--- src/rtl/serial_subtractor_pkg.sv ---
// rtl/serial_subtractor_pkg.sv - shared state encoding for the bit-serial subtractor
package serial_subtractor_pkg;

   localparam logic [1:0] ST_IDLE = 2'd0;
   localparam logic [1:0] ST_RUN  = 2'd1;
   localparam logic [1:0] ST_DONE = 2'd2;

   typedef enum logic [1:0] {
      IDLE = ST_IDLE,
      RUN  = ST_RUN,
      DONE = ST_DONE
   } state_t;

endpackage

--- src/rtl/serial_subtractor_if.sv ---
// rtl/serial_subtractor_if.sv - operand and result handshakes of the serial subtractor
interface serial_subtractor_if #(
   parameter int WIDTH = 8
);

   logic             in_valid;
   logic             in_ready;
   logic [WIDTH-1:0] A;
   logic [WIDTH-1:0] B;
   logic             out_valid;
   logic             out_ready;
   logic [WIDTH-1:0] Difference;
   logic             Borrow;

   modport master (
      output in_valid, A, B, out_ready,
      input  in_ready, out_valid, Difference, Borrow
   );

   modport slave (
      input  in_valid, A, B, out_ready,
      output in_ready, out_valid, Difference, Borrow
   );

endinterface

--- src/rtl/full_subtractor.sv ---
// rtl/full_subtractor.sv - one-bit full subtractor built from two half subtractors
module full_subtractor (
   input  logic a,
   input  logic b,
   input  logic bin,
   output logic d,
   output logic bout
);

   logic d_ab;
   logic b_ab;
   logic b_bin;

   half_subtractor u_hs_ab (
      .a    (a),
      .b    (b),
      .d    (d_ab),
      .bout (b_ab)
   );

   // Second stage subtracts the incoming borrow from the partial difference.
   half_subtractor u_hs_bin (
      .a    (d_ab),
      .b    (bin),
      .d    (d),
      .bout (b_bin)
   );

   assign bout = b_ab | b_bin;

endmodule

--- src/rtl/half_subtractor.sv ---
// rtl/half_subtractor.sv - one-bit half subtractor, d = a - b with borrow-out
module half_subtractor (
   input  logic a,
   input  logic b,
   output logic d,
   output logic bout
);

   assign d    = a ^ b;
   assign bout = ~a & b;

endmodule

--- src/rtl/serial_subtractor.sv ---
// rtl/serial_subtractor.sv - LSB-first bit-serial A - B with valid/ready operand and result handshakes
module serial_subtractor #(
   parameter int WIDTH = 8
) (
   input logic                clk,
   input logic                rst,
   serial_subtractor_if.slave bus
);

   import serial_subtractor_pkg::*;

   localparam int CW = $clog2(WIDTH + 1);
   localparam logic [CW-1:0] LAST_BIT = CW'(WIDTH - 1);

   state_t           state_q, state_d;
   logic [WIDTH-1:0] opa_q, opa_d;
   logic [WIDTH-1:0] opb_q, opb_d;
   logic [WIDTH-1:0] res_q, res_d;
   logic             borrow_q, borrow_d;
   logic [CW-1:0]    cnt_q, cnt_d;
   logic [WIDTH-1:0] diff_q, diff_d;
   logic             bo_q, bo_d;
   logic             in_ready_q, in_ready_d;
   logic             out_valid_q, out_valid_d;

   logic             d_bit;
   logic             bout_bit;

   full_subtractor u_fs (
      .a    (opa_q[0]),
      .b    (opb_q[0]),
      .bin  (borrow_q),
      .d    (d_bit),
      .bout (bout_bit)
   );

   always_comb begin
      state_d  = state_q;
      opa_d    = opa_q;
      opb_d    = opb_q;
      res_d    = res_q;
      borrow_d = borrow_q;
      cnt_d    = cnt_q;
      diff_d   = diff_q;
      bo_d     = bo_q;
      case (state_q)
         IDLE: begin
            if (bus.in_valid && in_ready_q) begin
               opa_d    = bus.A;
               opb_d    = bus.B;
               res_d    = '0;
               borrow_d = 1'b0;
               cnt_d    = '0;
               state_d  = RUN;
            end
         end
         RUN: begin
            res_d            = res_q >> 1;
            res_d[WIDTH-1]   = d_bit;
            opa_d            = opa_q >> 1;
            opb_d            = opb_q >> 1;
            borrow_d         = bout_bit;
            cnt_d            = cnt_q + CW'(1);
            // Visible outputs only change on completion so they hold the previous result meanwhile.
            if (cnt_q == LAST_BIT) begin
               state_d = DONE;
               diff_d  = res_d;
               bo_d    = bout_bit;
            end
         end
         DONE: begin
            if (bus.out_ready) begin
               state_d = IDLE;
            end
         end
         default: state_d = IDLE;
      endcase
      in_ready_d  = (state_d == IDLE);
      out_valid_d = (state_d == DONE);
   end

   always_ff @(posedge clk) begin
      if (rst) begin
         state_q     <= IDLE;
         opa_q       <= '0;
         opb_q       <= '0;
         res_q       <= '0;
         borrow_q    <= 1'b0;
         cnt_q       <= '0;
         diff_q      <= '0;
         bo_q        <= 1'b0;
         in_ready_q  <= 1'b1;
         out_valid_q <= 1'b0;
      end else begin
         state_q     <= state_d;
         opa_q       <= opa_d;
         opb_q       <= opb_d;
         res_q       <= res_d;
         borrow_q    <= borrow_d;
         cnt_q       <= cnt_d;
         diff_q      <= diff_d;
         bo_q        <= bo_d;
         in_ready_q  <= in_ready_d;
         out_valid_q <= out_valid_d;
      end
   end

   assign bus.in_ready   = in_ready_q;
   assign bus.out_valid  = out_valid_q;
   assign bus.Difference = diff_q;
   assign bus.Borrow     = bo_q;

endmodule

--- src/flat_wrapper.sv ---
// flat-port wrapper written by rule: the top's interface ports become plain ports
module serial_subtractor_flat import serial_subtractor_pkg::*;
#(
   parameter int WIDTH = 8
)
  (clk, rst, bus_in_valid, bus_A, bus_B, bus_out_ready, bus_in_ready, bus_out_valid, bus_Difference, bus_Borrow);
  serial_subtractor_if #(.WIDTH(WIDTH)) bus_i ();
  input logic clk;
  input logic rst;
  input wire logic [$bits(bus_i.in_valid)-1:0] bus_in_valid;
  input wire logic [$bits(bus_i.A)-1:0] bus_A;
  input wire logic [$bits(bus_i.B)-1:0] bus_B;
  input wire logic [$bits(bus_i.out_ready)-1:0] bus_out_ready;
  output wire logic [$bits(bus_i.in_ready)-1:0] bus_in_ready;
  output wire logic [$bits(bus_i.out_valid)-1:0] bus_out_valid;
  output wire logic [$bits(bus_i.Difference)-1:0] bus_Difference;
  output wire logic [$bits(bus_i.Borrow)-1:0] bus_Borrow;
  assign bus_i.in_valid = bus_in_valid;
  assign bus_i.A = bus_A;
  assign bus_i.B = bus_B;
  assign bus_i.out_ready = bus_out_ready;
  assign bus_in_ready = bus_i.in_ready;
  assign bus_out_valid = bus_i.out_valid;
  assign bus_Difference = bus_i.Difference;
  assign bus_Borrow = bus_i.Borrow;
  serial_subtractor #(.WIDTH(WIDTH)) u_core (.clk(clk), .rst(rst), .bus(bus_i));
endmodule
--- config.mk ---
export PLATFORM = sky130hd
export DESIGN_NAME = serial_subtractor_flat
export DESIGN_NICKNAME = d
export VERILOG_FILES = /design/src/rtl/serial_subtractor_pkg.sv /design/src/rtl/serial_subtractor_if.sv /design/src/rtl/full_subtractor.sv /design/src/rtl/half_subtractor.sv /design/src/rtl/serial_subtractor.sv /design/src/flat_wrapper.sv
export SDC_FILE = /design/constraint.sdc
export NUM_CORES = 1
export LEC_CHECK = 0
export CAP_MARGIN = 20
export CORE_ASPECT_RATIO = 1.75
export CORE_MARGIN = 2
export CORE_UTILIZATION = 31
export CTS_CLUSTER_SIZE = 10
export DETAILED_ROUTE_END_ITERATION = 8
export GPL_TIMING_DRIVEN = 0
export PLACE_DENSITY = 0.5
export REMOVE_ABC_BUFFERS = 1
export SYNTH_ARGS = -nofsm -noshare
export SYNTH_HDL_FRONTEND = slang
export SYNTH_HIERARCHICAL = 1
export SYNTH_SLANG_ARGS = --single-unit
--- constraint.sdc ---
create_clock -name clk -period 1.8 [get_ports clk]
set_input_delay 0.18 -clock clk [delete_from_list [all_inputs] [get_ports clk]]
set_output_delay 0.18 -clock clk [all_outputs]
set_load 0.05 [all_outputs]
# Word level (Yosys, flattened, before mapping)
# Index checks and enable logic that the tools add are counted.
# Widths: inputs -> output; s select.
# totals
regBits	42
inputBits	20
out_inout_bits	11
word_cells	43
# classes
add_sub_neg	1
eq_ne	5
muxes	14
bitwise	7
reduce_logical	6
# op_table
op	count
$pmux 8 s2	3
$mux 8	3
$pmux 4 s2	1
$mux 2	3
$pmux 2 s3	1
$add 4x1->4 const B	1
$eq 2x2->1 const B	2
$eq 4x3->1 const B	1
$logic_not 2->1	2
$mux 4	1
$reduce_and 2->1	2
$and 1x1->1	2
$eq 2x1->1 const B	1
$ne 2x1->1 const B	1
$not 1->1	2
$pmux 1 s2	1
$reduce_bool 2->1	1
$xor 1x1->1	2
$logic_and 1x1->1	1
$mux 1	1
$or 1x1->1	1

# Logic depth before layout (Yosys ltp)
# logic_depth
word_depth	5
mapped_depth	8
ltp_nobuf	8

# By module
# The synthesis kept the hierarchy.
# modules_own_cells
module	n_inst	cells_each	area_each_um2	seq_area_each_um2
serial_subtractor	1	158	1672.9	820.8
half_subtractor	2	3	20.0	0.0
full_subtractor	1	1	6.3	0.0

# Worst setup path before layout
# Ideal clock, no wire load.
# synth_path
path_type	reg2reg
from	reg u_core.in_ready_q (netlist: u_core/bus.in_ready)
to	reg u_core.res_q[7]
setup_ns	0.123
arrival_ns	1.381
required_ns	1.677
slack_ns	0.296
path_stages_with_launch	6
period_less_slack_ns	1.504
cell_sequence	dfxtp_1 -> a21o_1 -> and2_1 -> buf_2 -> buf_6 -> o22ai_1
# synth_between
elab_chain_cells	3
# synth_lines
item	line	text
from (decl)	serial_subtractor.sv:23	logic in_ready_q, in_ready_d;
from (signal assigned)	serial_subtractor.sv:103	in_ready_q <= in_ready_d;
$logic_and 1x1->1	serial_subtractor.sv:48	if (bus.in_valid && in_ready_q) begin
$ne 2x1->1 (no source line)	--	
$reduce_and 2->1 (no source line)	--	
to (signal assigned)	serial_subtractor.sv:98	res_q <= res_d;
to (decl)	serial_subtractor.sv:18	logic [WIDTH-1:0] res_q, res_d;
# Every way passes these cells.
# A chain may end at the register's enable or synchronous reset.

# Worst setup path in the final report
# layout_path
from	reg u_core.in_ready_q (netlist: u_core/bus.in_ready)
to	out bus_in_ready
# layout_lines
item	line	text
to (decl)	flat_wrapper.sv:14	output wire logic [$bits(bus_i.in_ready)-1:0] bus_in_ready;
# No word-level cell between the ends.

==> run_results.csv <==
group,metric,value,unit
power_and_ir_drop,finalPower,1.77,mW
placement,numPortBuffers,30,
logic_synthesis,synth_warnings,6,
logic_synthesis,synth_area_leaders,"dfxtp_1 (48%), nand2b_1 (6.6%), mux2i_1 (5.2%)",
run_status,status,"finished clean",
logic_synthesis,yosysMostFrequentCell,"dfxtp_1",
timing,drv_slew,0,
timing,setup_tns,0,ns
timing,fin_skew,0.00392,ns
placement,placed_cell_area,2090,sq um
logic_synthesis,synthTopCellsByCount,"dfxtp_1 (41), nand2b_1 (18), inv_1 (14)",
clock_tree,htreeDepth,2,
global_route,overflow,0,
logic_synthesis,synth.largest_area_cell,"dfxtp_1",
power_and_ir_drop,peakVddDrop,0.000537,V
logic_synthesis,ys.flop_type,"dfxtp_1",
hold_path,whs_endpoint,"u_core/bus.Difference[6]",
critical_path,timing.rr.end,"u_core/opb_q[6]",
floorplan,rows,35,
timing,fin_ws,0.0513,ns
floorplan,start_util,32.4,%
critical_path,path_max_fanout,6,
logic_synthesis,synthArstFlopShare,0,%
global_route,met3_usage,2.76,%
global_route,grt_pass1_vias,1340,
run,maxCapViolCount,0,
floorplan,die_h,103,um
floorplan,die-area,6180,sq um
global_route,track_usage,13.0,%
layout,drive_gt1_share,12.4,%
critical_path,cp.buffers_inverters,1,
global_route,met1_usage,14.8,%
critical_path,criticalPathCategory,"flip-flop to output port",
timing,grt_setup_unrepaired,"false",
placement,routabilityCongestion,0.720,
critical_path,cp-start-kind,"flip-flop",
floorplan,coreArea,5300,sq um
placement,pre_cts_ws,-0.182,ns
timing,holdWs,0.473,ns
logic_synthesis,synth_area_per_cell,10.4,sq um
routing,firstDrtPassIters,4,
clock_tree,cts.clk_slew.worst_paths,0.08,ns
clock_tree,hold_buffers,0,
floorplan,die_w,60.3,um
timing,fin_crit,1.75,ns
hold_path,whs_path_depth,2,
routing,drt_iter0_drc,27,
critical_path,r2r_start,"u_core/state_q[0]",
critical_path,ff2ff_path_depth,3,
critical_path,worstPathArrival,1.57,ns
global_route,antenna_found_initial,0,
routing,via_per_inst,4.84,
clock_tree,cts_buffers,5,
logic_synthesis,synth_edf_count,0,
global_route,grt_max_degree,28,
layout,syn2layout_area_growth,26.3,%
critical_path,cp_slowest_cell,"clkdlybuf4s50_1",
power_and_ir_drop,p_leak,0.809,nW
logic_synthesis,yosysUniqueCellTypes,40,
timing,max_slew_margin,66.5,%
routing,ant_nets,0,
timing,finalHoldViolations,0,
clock_tree,cts.sinks,41,
hold_path,holdCritStartpoint,"u_core/bus.Difference[6]",
layout,antenna_cells,0,
layout,design_area,2170,sq um
timing,setup_viol,0,
placement,dpl.cell_count,260,
layout,utilization,41.0,%
clock_tree,clk_latency,0.29,ns
routing,wl_per_cell,13.4,um
power_and_ir_drop,p_per_area,814,nW/um^2
hold_path,hold_path_class,"flip-flop to flip-flop",
logic_synthesis,syn_inst,165,
placement,post-dp-hpwl,2610,um
routing,drc,0,
routing,routed_wl,3600,um
clock_tree,cts_buffer_depth,2,
global_route,grtUsageMet2,22.7,%
floorplan,io_pins,31,
layout,nNetsFinal,216,
logic_synthesis,synth_top_area_share,47.7,%
critical_path,cpPeakStageDelay,0.85,ns
clock_tree,cts_root_buf,"clkbuf_8",
critical_path,cp_top_family,"buffers and inverters",
logic_synthesis,ys_ff_latch,41,
critical_path,r2r_slack,0.12,ns
layout,fin_cells,268,
critical_path,path_cells,"clkdlybuf4s50_1",
critical_path,crit_cells,1,
clock_tree,cts_tree,"built",
critical_path,end_kind,"output port",
timing,max_freq,0.572,GHz
critical_path,required,1.62,ns
logic_synthesis,netlist_area,1720,sq um
logic_synthesis,ys_seq_area_share,47.7,%
timing,period_share,97.2,%
global_route,busiest_layer,"met2",
routing,vias,1297,
timing,worst_pin_slew,0.501,ns
global_route,grt_pass1_wl,6110,um
routing by layer:
| metal | wire length (um) | vias to the layer above |
|---|---|---|
| li1 | - | 652 |
| met1 | 1500 | 612 |
| met2 | 1890 | 27 |
| met3 | 130 | 6 |
| met4 | 73 | 0 |
| met5 | 0 | - |
layout make-up:
class	instances	area (sq um)
fill	526	3130
sequential	41	821
multi-input combinational	100	795
timing repair buffer	31	328
tap	74	92.6
clock buffer	6	72.6
inverter	14	52.6
clock inverter	2	10.0
where the power goes:
group	leakage, nW	switching, mW	internal [mW]
logic	0.431	0.105	0.111
registers	0.334	0.0281	0.946
clock network	0.0450	0.307	0.269
total	0.809	0.441	1.33
kinds of logic (layout without fill, tap and decap cells):
family          count (synthesis)  after routing  synth area share, %
simple gates                   43             43                 17.4
buf+inv                        24             53                 6.11
fa+ha+maj                       3              3                 2.18
flops                          41             41                 47.7
mux                             9              9                 5.24
compound gates                 45             45                 21.3
repair_timing:
action,in CTS,in global routing
setup buffers,0,0
resized for setup,1,0
endpoints found under the setup margin,5,0
cell usage in the layout (no fill, tap or decap), types with 2 or more instances in the layout:
cell type,Yosys,final
dfxtp_1,41,41
clkdlybuf4s50_1,0,30
nand2b_1,18,18
inv_1,14,14
a21oi_1,10,10
mux2i_1,9,9
o22ai_1,7,7
a221o_1,6,6
clkbuf_8,0,5
o221a_2,5,5
and2_1,6,5
a22o_1,3,3
and4b_1,3,3
o32ai_1,3,3
ha_1,3,3
clkinv_2,0,2
nor2_1,2,2
nor3_1,2,2
o21ba_2,2,2
or3_1,2,2
flip-flops by register name (all words and copies together) (netlist names):
register               count
u_core/bus.Difference      8
u_core/borrow_q            1
u_core/bus.Borrow          1
u_core/cnt_q               4
u_core/state_q             2
u_core/opa_q               8
u_core/res_q               7
u_core/bus.in_ready        1
u_core/bus.out_valid       1
u_core/opb_q               8
how the worst max path moves through the flow:
stage                         from         endpoint  slack [ns]
2_1_floorplan  u_core/bus.in_ready  u_core/opa_q[0]        0.15
3_3_place_gp                   rst  u_core/opb_q[4]       -0.54
3_5_place_dp          bus_in_valid  u_core/opa_q[1]       -0.18
4_1_cts        u_core/bus.in_ready     bus_in_ready        0.04
5_1_grt        u_core/bus.in_ready     bus_in_ready     0.00001
6_report       u_core/bus.in_ready     bus_in_ready        0.05
No activity file was read; power rests on OpenSTA's default activity.
